--- config.mk ---
export PLATFORM = sky130hd
export DESIGN_NAME = id_ex_stage
export DESIGN_NICKNAME = d
export VERILOG_FILES = /design/src/rtl/cpu_pkg.sv /design/src/rtl/load_use_detect.sv /design/src/rtl/id_ex_stage.sv
export SDC_FILE = /design/constraint.sdc
export NUM_CORES = 1
export LEC_CHECK = 0
export BUFFER_PORTS_ARGS = -buffer_cell sky130_fd_sc_hd__buf_4
export CAP_MARGIN = 20
export CELL_PAD_IN_SITES_DETAIL_PLACEMENT = 1
export CELL_PAD_IN_SITES_GLOBAL_PLACEMENT = 1
export CORE_AREA = 2 2 164 134
export DETAILED_ROUTE_END_ITERATION = 12
export DIE_AREA = 0 0 166 136
export GPL_TIMING_DRIVEN = 0
export HOLD_SLACK_MARGIN = 0.06
export PLACE_DENSITY_LB_ADDON = 0.1
export SYNTH_ARGS = -nofsm -noshare
export SYNTH_HDL_FRONTEND = slang
export SYNTH_SLANG_ARGS = --single-unit
--- constraint.sdc ---
create_clock -name clk -period 4.3 [get_ports clk]
set_input_delay 0.645 -clock clk [delete_from_list [all_inputs] [get_ports clk]]
set_output_delay 0.645 -clock clk [all_outputs]
set_load 0.02 [all_outputs]
--- src/rtl/cpu_pkg.sv ---
// Shared CPU definitions: opcode encodings, execute/branch command codes and
// the control bundle produced by control_unit and carried down the pipeline.
// No ports; imported by the pipeline modules.
package cpu_pkg;

    // Opcode encodings. Opcode 0 is the bubble/NOP encoding.
    localparam logic [5:0] OP_NOP  = 6'd0;
    localparam logic [5:0] OP_ADDU = 6'd1;
    localparam logic [5:0] OP_SUBU = 6'd2;
    localparam logic [5:0] OP_AND  = 6'd3;
    localparam logic [5:0] OP_OR   = 6'd4;
    localparam logic [5:0] OP_NOR  = 6'd5;
    localparam logic [5:0] OP_XOR  = 6'd6;
    localparam logic [5:0] OP_SLA  = 6'd7;
    localparam logic [5:0] OP_SLL  = 6'd8;
    localparam logic [5:0] OP_SRA  = 6'd9;
    localparam logic [5:0] OP_SRL  = 6'd10;
    localparam logic [5:0] OP_DIV  = 6'd11;
    localparam logic [5:0] OP_ADDI = 6'd32;
    localparam logic [5:0] OP_SUBI = 6'd33;
    localparam logic [5:0] OP_LD   = 6'd36;
    localparam logic [5:0] OP_ST   = 6'd37;
    localparam logic [5:0] OP_BEZ  = 6'd40;
    localparam logic [5:0] OP_BNE  = 6'd41;
    localparam logic [5:0] OP_BEQ  = 6'd42;
    localparam logic [5:0] OP_JMP  = 6'd43;
    localparam logic [5:0] OP_LL   = 6'd44;
    localparam logic [5:0] OP_SC   = 6'd45;

    localparam logic [3:0] EXE_DIV = 4'b0011;
    localparam logic [1:0] BR_BEQ  = 2'b11;

    // 11-bit control bundle from control_unit. The separate branch strobe is
    // carried alongside it by the stages that need it.
    typedef struct packed {
        logic       imm_check;
        logic       store_check;
        logic       wb;
        logic       mem_read;
        logic       mem_write;
        logic [3:0] exe_cmd;
        logic [1:0] br_cmd;
    } ctrl_t;

    function automatic logic is_div(input logic [3:0] exe_cmd);
        return exe_cmd == EXE_DIV;
    endfunction

endpackage

--- src/rtl/load_use_detect.sv ---
// Combinational load-use hazard detector.
// Ports:
//   ex_mem_read, ex_dest : load currently in EX and its destination register
//   id_rs, id_rt         : source indices of the instruction in ID
//   id_imm_check, id_mem_write, id_br_cmd : decide whether ID reads rt
//   div_busy             : EX is holding a DIV; suppresses the hazard
//   hazard               : ID must wait one cycle for the load result
module load_use_detect
    import cpu_pkg::*;
#(
    parameter int unsigned REG_W = 5
) (
    input  logic             ex_mem_read,
    input  logic [REG_W-1:0] ex_dest,
    input  logic [REG_W-1:0] id_rs,
    input  logic [REG_W-1:0] id_rt,
    input  logic             id_imm_check,
    input  logic             id_mem_write,
    input  logic [1:0]       id_br_cmd,
    input  logic             div_busy,
    output logic             hazard
);

    logic rt_used;

    always_comb begin
        // rt is a source for R-type, stores (data) and BEQ (compare operand).
        rt_used = ~id_imm_check | id_mem_write | (id_br_cmd == BR_BEQ);
        hazard  = ex_mem_read & (ex_dest != '0)
                & ((ex_dest == id_rs) | (rt_used & (ex_dest == id_rt)))
                & ~div_busy;
    end

endmodule

--- src/rtl/id_ex_stage.sv ---
// ID/EX pipeline register. Latches the control bundle and decoded operands,
// generates the load-use hazard for control_unit, holds EX for multi-cycle DIV
// and turns branch flushes into bubbles.
// Ports:
//   clk, rst     : clock and synchronous active-high reset
//   flush        : branch taken in EX; replace the ID instruction by a bubble
//   id_*         : control bundle, operands and register indices from decode
//   hazard       : combinational load-use detect (to control_unit)
//   stall        : freeze PC and IF/ID (hazard or DIV in progress)
//   div_busy     : EX is holding a DIV
//   ex_*         : registered copies of the id_* inputs, ex_dest = destination
module id_ex_stage
    import cpu_pkg::*;
#(
    parameter int unsigned DATA_W     = 32,
    parameter int unsigned REG_W      = 5,
    parameter int unsigned DIV_CYCLES = 4
) (
    input  logic              clk,
    input  logic              rst,
    input  logic              flush,
    input  logic              id_branch,
    input  logic              id_imm_check,
    input  logic              id_store_check,
    input  logic              id_wb,
    input  logic              id_mem_read,
    input  logic              id_mem_write,
    input  logic [3:0]        id_exe_cmd,
    input  logic [1:0]        id_br_cmd,
    input  logic [DATA_W-1:0] id_pc,
    input  logic [DATA_W-1:0] id_rs_val,
    input  logic [DATA_W-1:0] id_rt_val,
    input  logic [DATA_W-1:0] id_imm,
    input  logic [REG_W-1:0]  id_rs,
    input  logic [REG_W-1:0]  id_rt,
    input  logic [REG_W-1:0]  id_rd,
    output logic              hazard,
    output logic              stall,
    output logic              div_busy,
    output logic              ex_branch,
    output logic              ex_imm_check,
    output logic              ex_store_check,
    output logic              ex_wb,
    output logic              ex_mem_read,
    output logic              ex_mem_write,
    output logic [3:0]        ex_exe_cmd,
    output logic [1:0]        ex_br_cmd,
    output logic [DATA_W-1:0] ex_pc,
    output logic [DATA_W-1:0] ex_rs_val,
    output logic [DATA_W-1:0] ex_rt_val,
    output logic [DATA_W-1:0] ex_imm,
    output logic [REG_W-1:0]  ex_rs,
    output logic [REG_W-1:0]  ex_rt,
    output logic [REG_W-1:0]  ex_rd,
    output logic [REG_W-1:0]  ex_dest
);

    localparam int unsigned CntW = $clog2(DIV_CYCLES) + 1;

    typedef struct packed {
        logic              branch;
        ctrl_t             ctrl;
        logic [DATA_W-1:0] pc;
        logic [DATA_W-1:0] rs_val;
        logic [DATA_W-1:0] rt_val;
        logic [DATA_W-1:0] imm;
        logic [REG_W-1:0]  rs;
        logic [REG_W-1:0]  rt;
        logic [REG_W-1:0]  rd;
        logic [REG_W-1:0]  dest;
    } bundle_t;

    bundle_t         id_bundle;
    bundle_t         ex_q, ex_d;
    logic [CntW-1:0] cnt_q, cnt_d;

    always_comb begin
        id_bundle                  = '0;
        id_bundle.branch           = id_branch;
        id_bundle.ctrl.imm_check   = id_imm_check;
        id_bundle.ctrl.store_check = id_store_check;
        id_bundle.ctrl.wb          = id_wb;
        id_bundle.ctrl.mem_read    = id_mem_read;
        id_bundle.ctrl.mem_write   = id_mem_write;
        id_bundle.ctrl.exe_cmd     = id_exe_cmd;
        id_bundle.ctrl.br_cmd      = id_br_cmd;
        id_bundle.pc               = id_pc;
        id_bundle.rs_val           = id_rs_val;
        id_bundle.rt_val           = id_rt_val;
        id_bundle.imm              = id_imm;
        id_bundle.rs               = id_rs;
        id_bundle.rt               = id_rt;
        id_bundle.rd               = id_rd;
        id_bundle.dest             = id_imm_check ? id_rt : id_rd;
    end

    assign div_busy = (cnt_q != '0);

    load_use_detect #(
        .REG_W (REG_W)
    ) u_load_use_detect (
        .ex_mem_read  (ex_q.ctrl.mem_read),
        .ex_dest      (ex_q.dest),
        .id_rs        (id_rs),
        .id_rt        (id_rt),
        .id_imm_check (id_imm_check),
        .id_mem_write (id_mem_write),
        .id_br_cmd    (id_br_cmd),
        .div_busy     (div_busy),
        .hazard       (hazard)
    );

    assign stall = hazard | div_busy;

    // Bubbles are the all-zero bundle, which downstream decodes as a NOP.
    always_comb begin
        ex_d  = ex_q;
        cnt_d = cnt_q;
        if (flush) begin
            ex_d  = '0;
            cnt_d = '0;
        end else if (div_busy) begin
            cnt_d = cnt_q - CntW'(1);
        end else if (hazard) begin
            ex_d = '0;
        end else begin
            ex_d = id_bundle;
            if (is_div(id_exe_cmd)) begin
                cnt_d = CntW'(DIV_CYCLES - 1);
            end
        end
    end

    always_ff @(posedge clk) begin
        if (rst) begin
            ex_q  <= '0;
            cnt_q <= '0;
        end else begin
            ex_q  <= ex_d;
            cnt_q <= cnt_d;
        end
    end

    assign ex_branch      = ex_q.branch;
    assign ex_imm_check   = ex_q.ctrl.imm_check;
    assign ex_store_check = ex_q.ctrl.store_check;
    assign ex_wb          = ex_q.ctrl.wb;
    assign ex_mem_read    = ex_q.ctrl.mem_read;
    assign ex_mem_write   = ex_q.ctrl.mem_write;
    assign ex_exe_cmd     = ex_q.ctrl.exe_cmd;
    assign ex_br_cmd      = ex_q.ctrl.br_cmd;
    assign ex_pc          = ex_q.pc;
    assign ex_rs_val      = ex_q.rs_val;
    assign ex_rt_val      = ex_q.rt_val;
    assign ex_imm         = ex_q.imm;
    assign ex_rs          = ex_q.rs;
    assign ex_rt          = ex_q.rt;
    assign ex_rd          = ex_q.rd;
    assign ex_dest        = ex_q.dest;

endmodule

* Word-level counts from Yosys, hierarchy flattened
Index checks and enable logic that the tools add are counted.
** Operators by class
- Add/subtract/negate cells :: 1
- Equal/unequal tests :: 5
- Muxes and demuxes :: 5
- Bitwise operators :: 10
- Reductions and logical operators :: 5
** Operators with widths (number)
- 160-bit 2-to-1 mux :: 1
- 5-bit equality test :: 2
- 3-bit 2-to-1 mux :: 3
- 5-bit 2-to-1 mux :: 1
- 5-bit nonzero test :: 1
- 1-bit bitwise AND :: 4
- 4-bit by 2-bit equality test with 1-bit output (second input constant) :: 1
- 1-bit bitwise OR :: 4
- 3-bit nonzero test :: 1
- 3-bit by 1-bit subtractor with 3-bit output (second input constant) :: 1
- 2-bit equality test (second input constant) :: 1
- 2-bit by 1-bit inequality test with 1-bit output (second input constant) :: 1
- 1-bit NOT :: 2
- 2-bit AND reduction :: 1
- 2-bit nonzero test :: 1
- 2-bit OR reduction :: 1
** Storage, ports and cells
- Register bits after elaboration :: 163
- Input bits :: 158
- Output and inout bits :: 163

* Depth between registers and ports, before layout
- Depth in word-level cells :: 9
- Gate-level depth with buffers :: 9
- Mapped depth without buffers :: 6

* Hierarchy
Synthesis repeated with hierarchy kept, for this count alone.
** Second synthesis, totals
- Cells, all modules :: 584
- Area, all modules :: 5751.8 um^2
** By module, submodules not included
- id_ex_stage :: times used 1, cells each 564, area an instance 5595.4 um^2, sequential area each 3263.1 um^2
- load_use_detect :: times used 1, cells each 20, area an instance 156.4 um^2, sequential area each 0.0 um^2

* Least setup slack after synthesis
Ideal clock, no wire load.
- Path type :: in2out
- Start :: in id_imm_check
- End :: out hazard
- Data arrival time :: 1.838 ns
- Setup slack :: 1.817 ns
- Stages on the path :: 8
- Buffers on the path :: 3
- Cell sequence :: buf_2 -> inv_1 -> a211oi_1 -> nor3_1 -> o221ai_2 -> buf_6 -> buf_6 -> nor2_1
** On the way
- Cells in the longest elaborated chain, start to end :: 7
** Ends and longest elaborated chain
- from (decl) :: RTL line id_ex_stage.sv:23 : input logic id_imm_check,
- 1-bit NOT :: RTL line load_use_detect.sv:28 : rt_used = ~id_imm_check | id_mem_write | (id_br_cmd == BR_BEQ);
- 1-bit bitwise OR (2 in a row) :: RTL line load_use_detect.sv:28
- 1-bit bitwise AND :: RTL line load_use_detect.sv:30 : & ((ex_dest == id_rs) | (rt_used & (ex_dest == id_rt)))
- 1-bit bitwise OR :: RTL line load_use_detect.sv:30
- 1-bit bitwise AND :: RTL line load_use_detect.sv:30
- 1-bit bitwise AND :: RTL line load_use_detect.sv:31 : & ~div_busy;
- to (decl) :: RTL line id_ex_stage.sv:37 : output logic hazard,
No other way between the ends.

* Final worst setup path
- Start :: reg cnt_q[0]
- End :: out stall
** On the way
- Cells in the longest elaborated chain, start to end :: 4
** Ends and longest elaborated chain
- from (decl) :: RTL line id_ex_stage.sv:75 : logic [CntW-1:0] cnt_q, cnt_d;
- from (signal assigned) :: RTL line id_ex_stage.sv:140 : cnt_q <= cnt_d;
- 3-bit nonzero test * :: RTL line id_ex_stage.sv:97 : assign div_busy = (cnt_q != '0);
- 1-bit NOT :: RTL line load_use_detect.sv:31
- 1-bit bitwise AND :: RTL line load_use_detect.sv:31
- 1-bit bitwise OR * :: RTL line id_ex_stage.sv:113 : assign stall = hazard | div_busy;
- to (decl) :: RTL line id_ex_stage.sv:38 : output logic stall,
Every way passes the cells marked *; elsewhere a longest branch is shown, timed or not.

==> impl_metrics.env <==
export IMPL_status="finished clean"
export IMPL_dpl_instance_area_um2=8940
export IMPL_grt_first_pass_wirelength_um=36200
export IMPL_synth_compound_area_share_pct=13.8
export IMPL_place_congestion=0.754
export IMPL_fp_dieH_um=136
export IMPL_synthToLayoutAreaGrowth_pct=53.5
export IMPL_grt_start_max_net_pins=17
export IMPL_start_kind="flip-flop"
export IMPL_maxSlewViolCount=0
export IMPL_grt_overflow=0
export IMPL_die_area_um2=22600
export IMPL_seq_power_share_pct=41.4
export IMPL_ys_seq_elements=163
export IMPL_cts_resized=0
export IMPL_avgSynthCellArea_um2=8.19
export IMPL_cp_arrival_ns=2.94
export IMPL_end_kind="output pin"
export IMPL_dp_worst_setup_slack_ns=0.996
export IMPL_synth_warnings=0
export IMPL_cts_inserted_buffers=17
export IMPL_stdcell_area_um2=9520
export IMPL_drt_first_pass_iters=6
export IMPL_critPathMaxFanout=10
export IMPL_worst_pin_slew_ns=0.732
export IMPL_drtIter0Drc=333
export IMPL_num_antenna_cells=0
export IMPL_clk_pin_slew_ns=0.07
export IMPL_antenna_left=0
export IMPL_clock_skew_final_ns=0.0133
export IMPL_clock_latency_ns=0.43
export IMPL_routed_wirelength_um=23500
export IMPL_yosysUniqueCellTypes=25
export IMPL_critPathLaunch="cnt_q[0]"
export IMPL_synth_top_family_by_area="simple AND/OR/NAND/NOR gates"
export IMPL_hold_violations=0
export IMPL_track_usage_pct=20.4
export IMPL_finalSetupViolations=0
export IMPL_hold_path_startpoint="ex_rs_val[24]"
export IMPL_peakVddDrop_mv=0.232
export IMPL_boundaryPins=321
export IMPL_antenna_found_initial=0
export IMPL_fin_crit_ns=3.58
export IMPL_synth_nets=917
export IMPL_vias=6510
export IMPL_synthMuxAreaShare_pct=0.908
export IMPL_synth_fa_ha_area_share_pct=0.404
export IMPL_hp_class="flip-flop to flip-flop"
export IMPL_leakage_nw=4.33
export IMPL_p_per_area_nw_per_um2=420
export IMPL_dpl_hpwl_um=17700
export IMPL_start_util_pct=29.4
export IMPL_power_switching_mw=1.22
export IMPL_rows=48
export IMPL_relSlewSlack_pct=51.2
export IMPL_fin_crit_sh_pct=83.3
export IMPL_clock_sinks=163
export IMPL_tritoncts="yes"
export IMPL_h_tree_depth=4
export IMPL_swShare_pct=30.5
export IMPL_cts_hold_buf=0
export IMPL_fillCellCount=2562
export IMPL_clk_path_buf_depth=2
export IMPL_synth_xor_area_share_pct=1.55
export IMPL_cts_root_buf="clkbuf_16"
export IMPL_p_comb_share_pct=20.9
export IMPL_die_w_um=166
export IMPL_clock_power_share_pct=37.8
export IMPL_r2r_start="cnt_q[0]"
export IMPL_synthesis_area_um2=6200
export IMPL_nets=1255
export IMPL_vias_per_cell=4.71
export IMPL_fmax_ghz=0.279
export IMPL_grt_pass1_vias=6570
export IMPL_cts_setup_buffers=0
export IMPL_p_int_mw=2.78
export IMPL_yosys_area_share_simple_pct=23.6
export IMPL_wl_per_cell_um=17.0
export IMPL_io_buffers=319
export IMPL_route_detailed_drc=0
export IMPL_drive_gt1_share_pct=34.1
export IMPL_tns_ns=0
export IMPL_grt_setup_unrepaired="false"
export IMPL_core_area_um2=21100
export IMPL_dp_cells=1351
export IMPL_syn_inst=757
export IMPL_fin_cells=1383
export IMPL_maxCapViolCount=0
export IMPL_path_class="flip-flop to output pin"
export IMPL_ys_seq_area_share_pct=52.6
export IMPL_setup_ws_ns=0.716
export IMPL_worstPathRequired_ns=3.65
-- per-stage QoR --
stage                     hold WS, ns  util [%]  total power [mW]
final                           0.454      45.2              4.00
after global routing            0.460      45.2              4.19
after CTS                       0.457      45.2              4.06
after detailed placement        0.447      42.4              2.54
after global placement          0.443      42.4              2.52
after floorplan                 0.462         -              2.13
-- cell usage after synthesis (all sizes together) --
library cell / instances / area [um2]
inv: 4 / 15.0
nand3: 161 / 806
o21a: 1 / 7.51
a21o: 1 / 7.51
clkbuf: 53 / 219
nand2: 162 / 608
or2: 1 / 6.26
a211oi: 3 / 22.5
a21oi: 161 / 806
nand4: 1 / 6.26
dfxtp: 163 / 3260
nor2b: 1 / 6.26
o221ai: 1 / 15.0
buf: 20 / 204
nor2: 1 / 3.75
xor2: 3 / 26.3
mux2: 5 / 56.3
xnor2: 8 / 70.1
nor3: 4 / 20.0
or4: 1 / 7.51
ha: 2 / 25.0
-- cell families after synthesis --
| kind of cell | after synthesis |
|---|---|
| fa+ha+maj | 2 |
| buf+inv | 77 |
| xor+xnor | 11 |
| compound gates | 167 |
| flops | 163 |
| mux | 5 |
| simple gates | 332 |
-- path summary, 6_finish.rpt --
kind                                 endpoint  slack, ns  cells after the start
worst min register to register  ex_rs_val[24]       0.45                      2
worst min-delay path            ex_rs_val[24]       0.45                      2
worst max register to register      ex_pc[30]       1.63                      9
worst max-delay path                    stall       0.72                      8
-- layer usage --
layer	track usage, %	part of all wire, %	vias to the layer above
li1	-	-	3245
met1	25.8	44	3029
met2	32.8	46	204
met3	7.28	8.3	32
met4	6.28	1.9	0
met5	0	0	-
-- cell usage in the layout (no fill, tap or decap) --
cell type / Yosys / routed
buf_4: 2 / 321
dfxtp_1: 163 / 163
nand2_1: 162 / 162
nand3_1: 161 / 161
a21oi_1: 161 / 161
clkbuf_1: 51 / 52
clkbuf_16: 0 / 17
buf_6: 16 / 16
xnor2_1: 8 / 8
mux2_2: 5 / 5
clkinv_4: 0 / 5
inv_1: 4 / 4
nor3_1: 4 / 4
clkbuf_8: 2 / 4
a211oi_1: 3 / 3
xor2_1: 3 / 3
clkinvlp_4: 0 / 3
inv_6: 0 / 3
ha_1: 2 / 2
nor2b_1: 1 / 1
buf_2: 1 / 1
nand4_1: 1 / 1
or4_1: 1 / 1
o221ai_2: 1 / 1
nor2_1: 1 / 1
or2_2: 1 / 1
a21o_1: 1 / 1
o21a_1: 1 / 1
buf_1: 1 / 1
bufinv_16: 0 / 1
-- flip-flops by register name (all words and copies together), names as in the netlist, 3 cells and up --
name,count
ex_rs_val,32
cnt_q,3
ex_rt,5
ex_rt_val,32
ex_rs,5
ex_pc,32
ex_dest,5
ex_exe_cmd,4
ex_imm,32
ex_rd,5
-- critical path: stages (launching register included) --
cell and delay (ns):
dfxtp_1 0.32, inv_1 0.08, ha_1 0.15, nor2b_1 0.12, clkbuf_1 0.57, clkbuf_1 0.51
clkbuf_1 0.49, nand2_1 0.10, buf_4 0.18
-- area by class of cell --
class                      instances  area (um2)  area share (%)
buffer                            73         423            4.44
sequential                       163        3260            34.3
clock inverter                    12         123            1.29
tap                              275         344            3.61
inverter                           4        15.0           0.158
clock buffer                      20         457            4.80
multi-input combinational        517        2500            26.3
timing repair buffer             319        2390            25.2
-- power by group through the flow --
stage | registers, mW | clock network, mW | logic [mW]
after floorplan | 1.79 | 0 | 0.335
after global placement | 1.69 | 0 | 0.838
after detailed placement | 1.69 | 0 | 0.847
after CTS | 1.65 | 1.55 | 0.849
after global routing | 1.66 | 1.61 | 0.922
final | 1.65 | 1.51 | 0.834
Power figures use the tool's default switching activity.
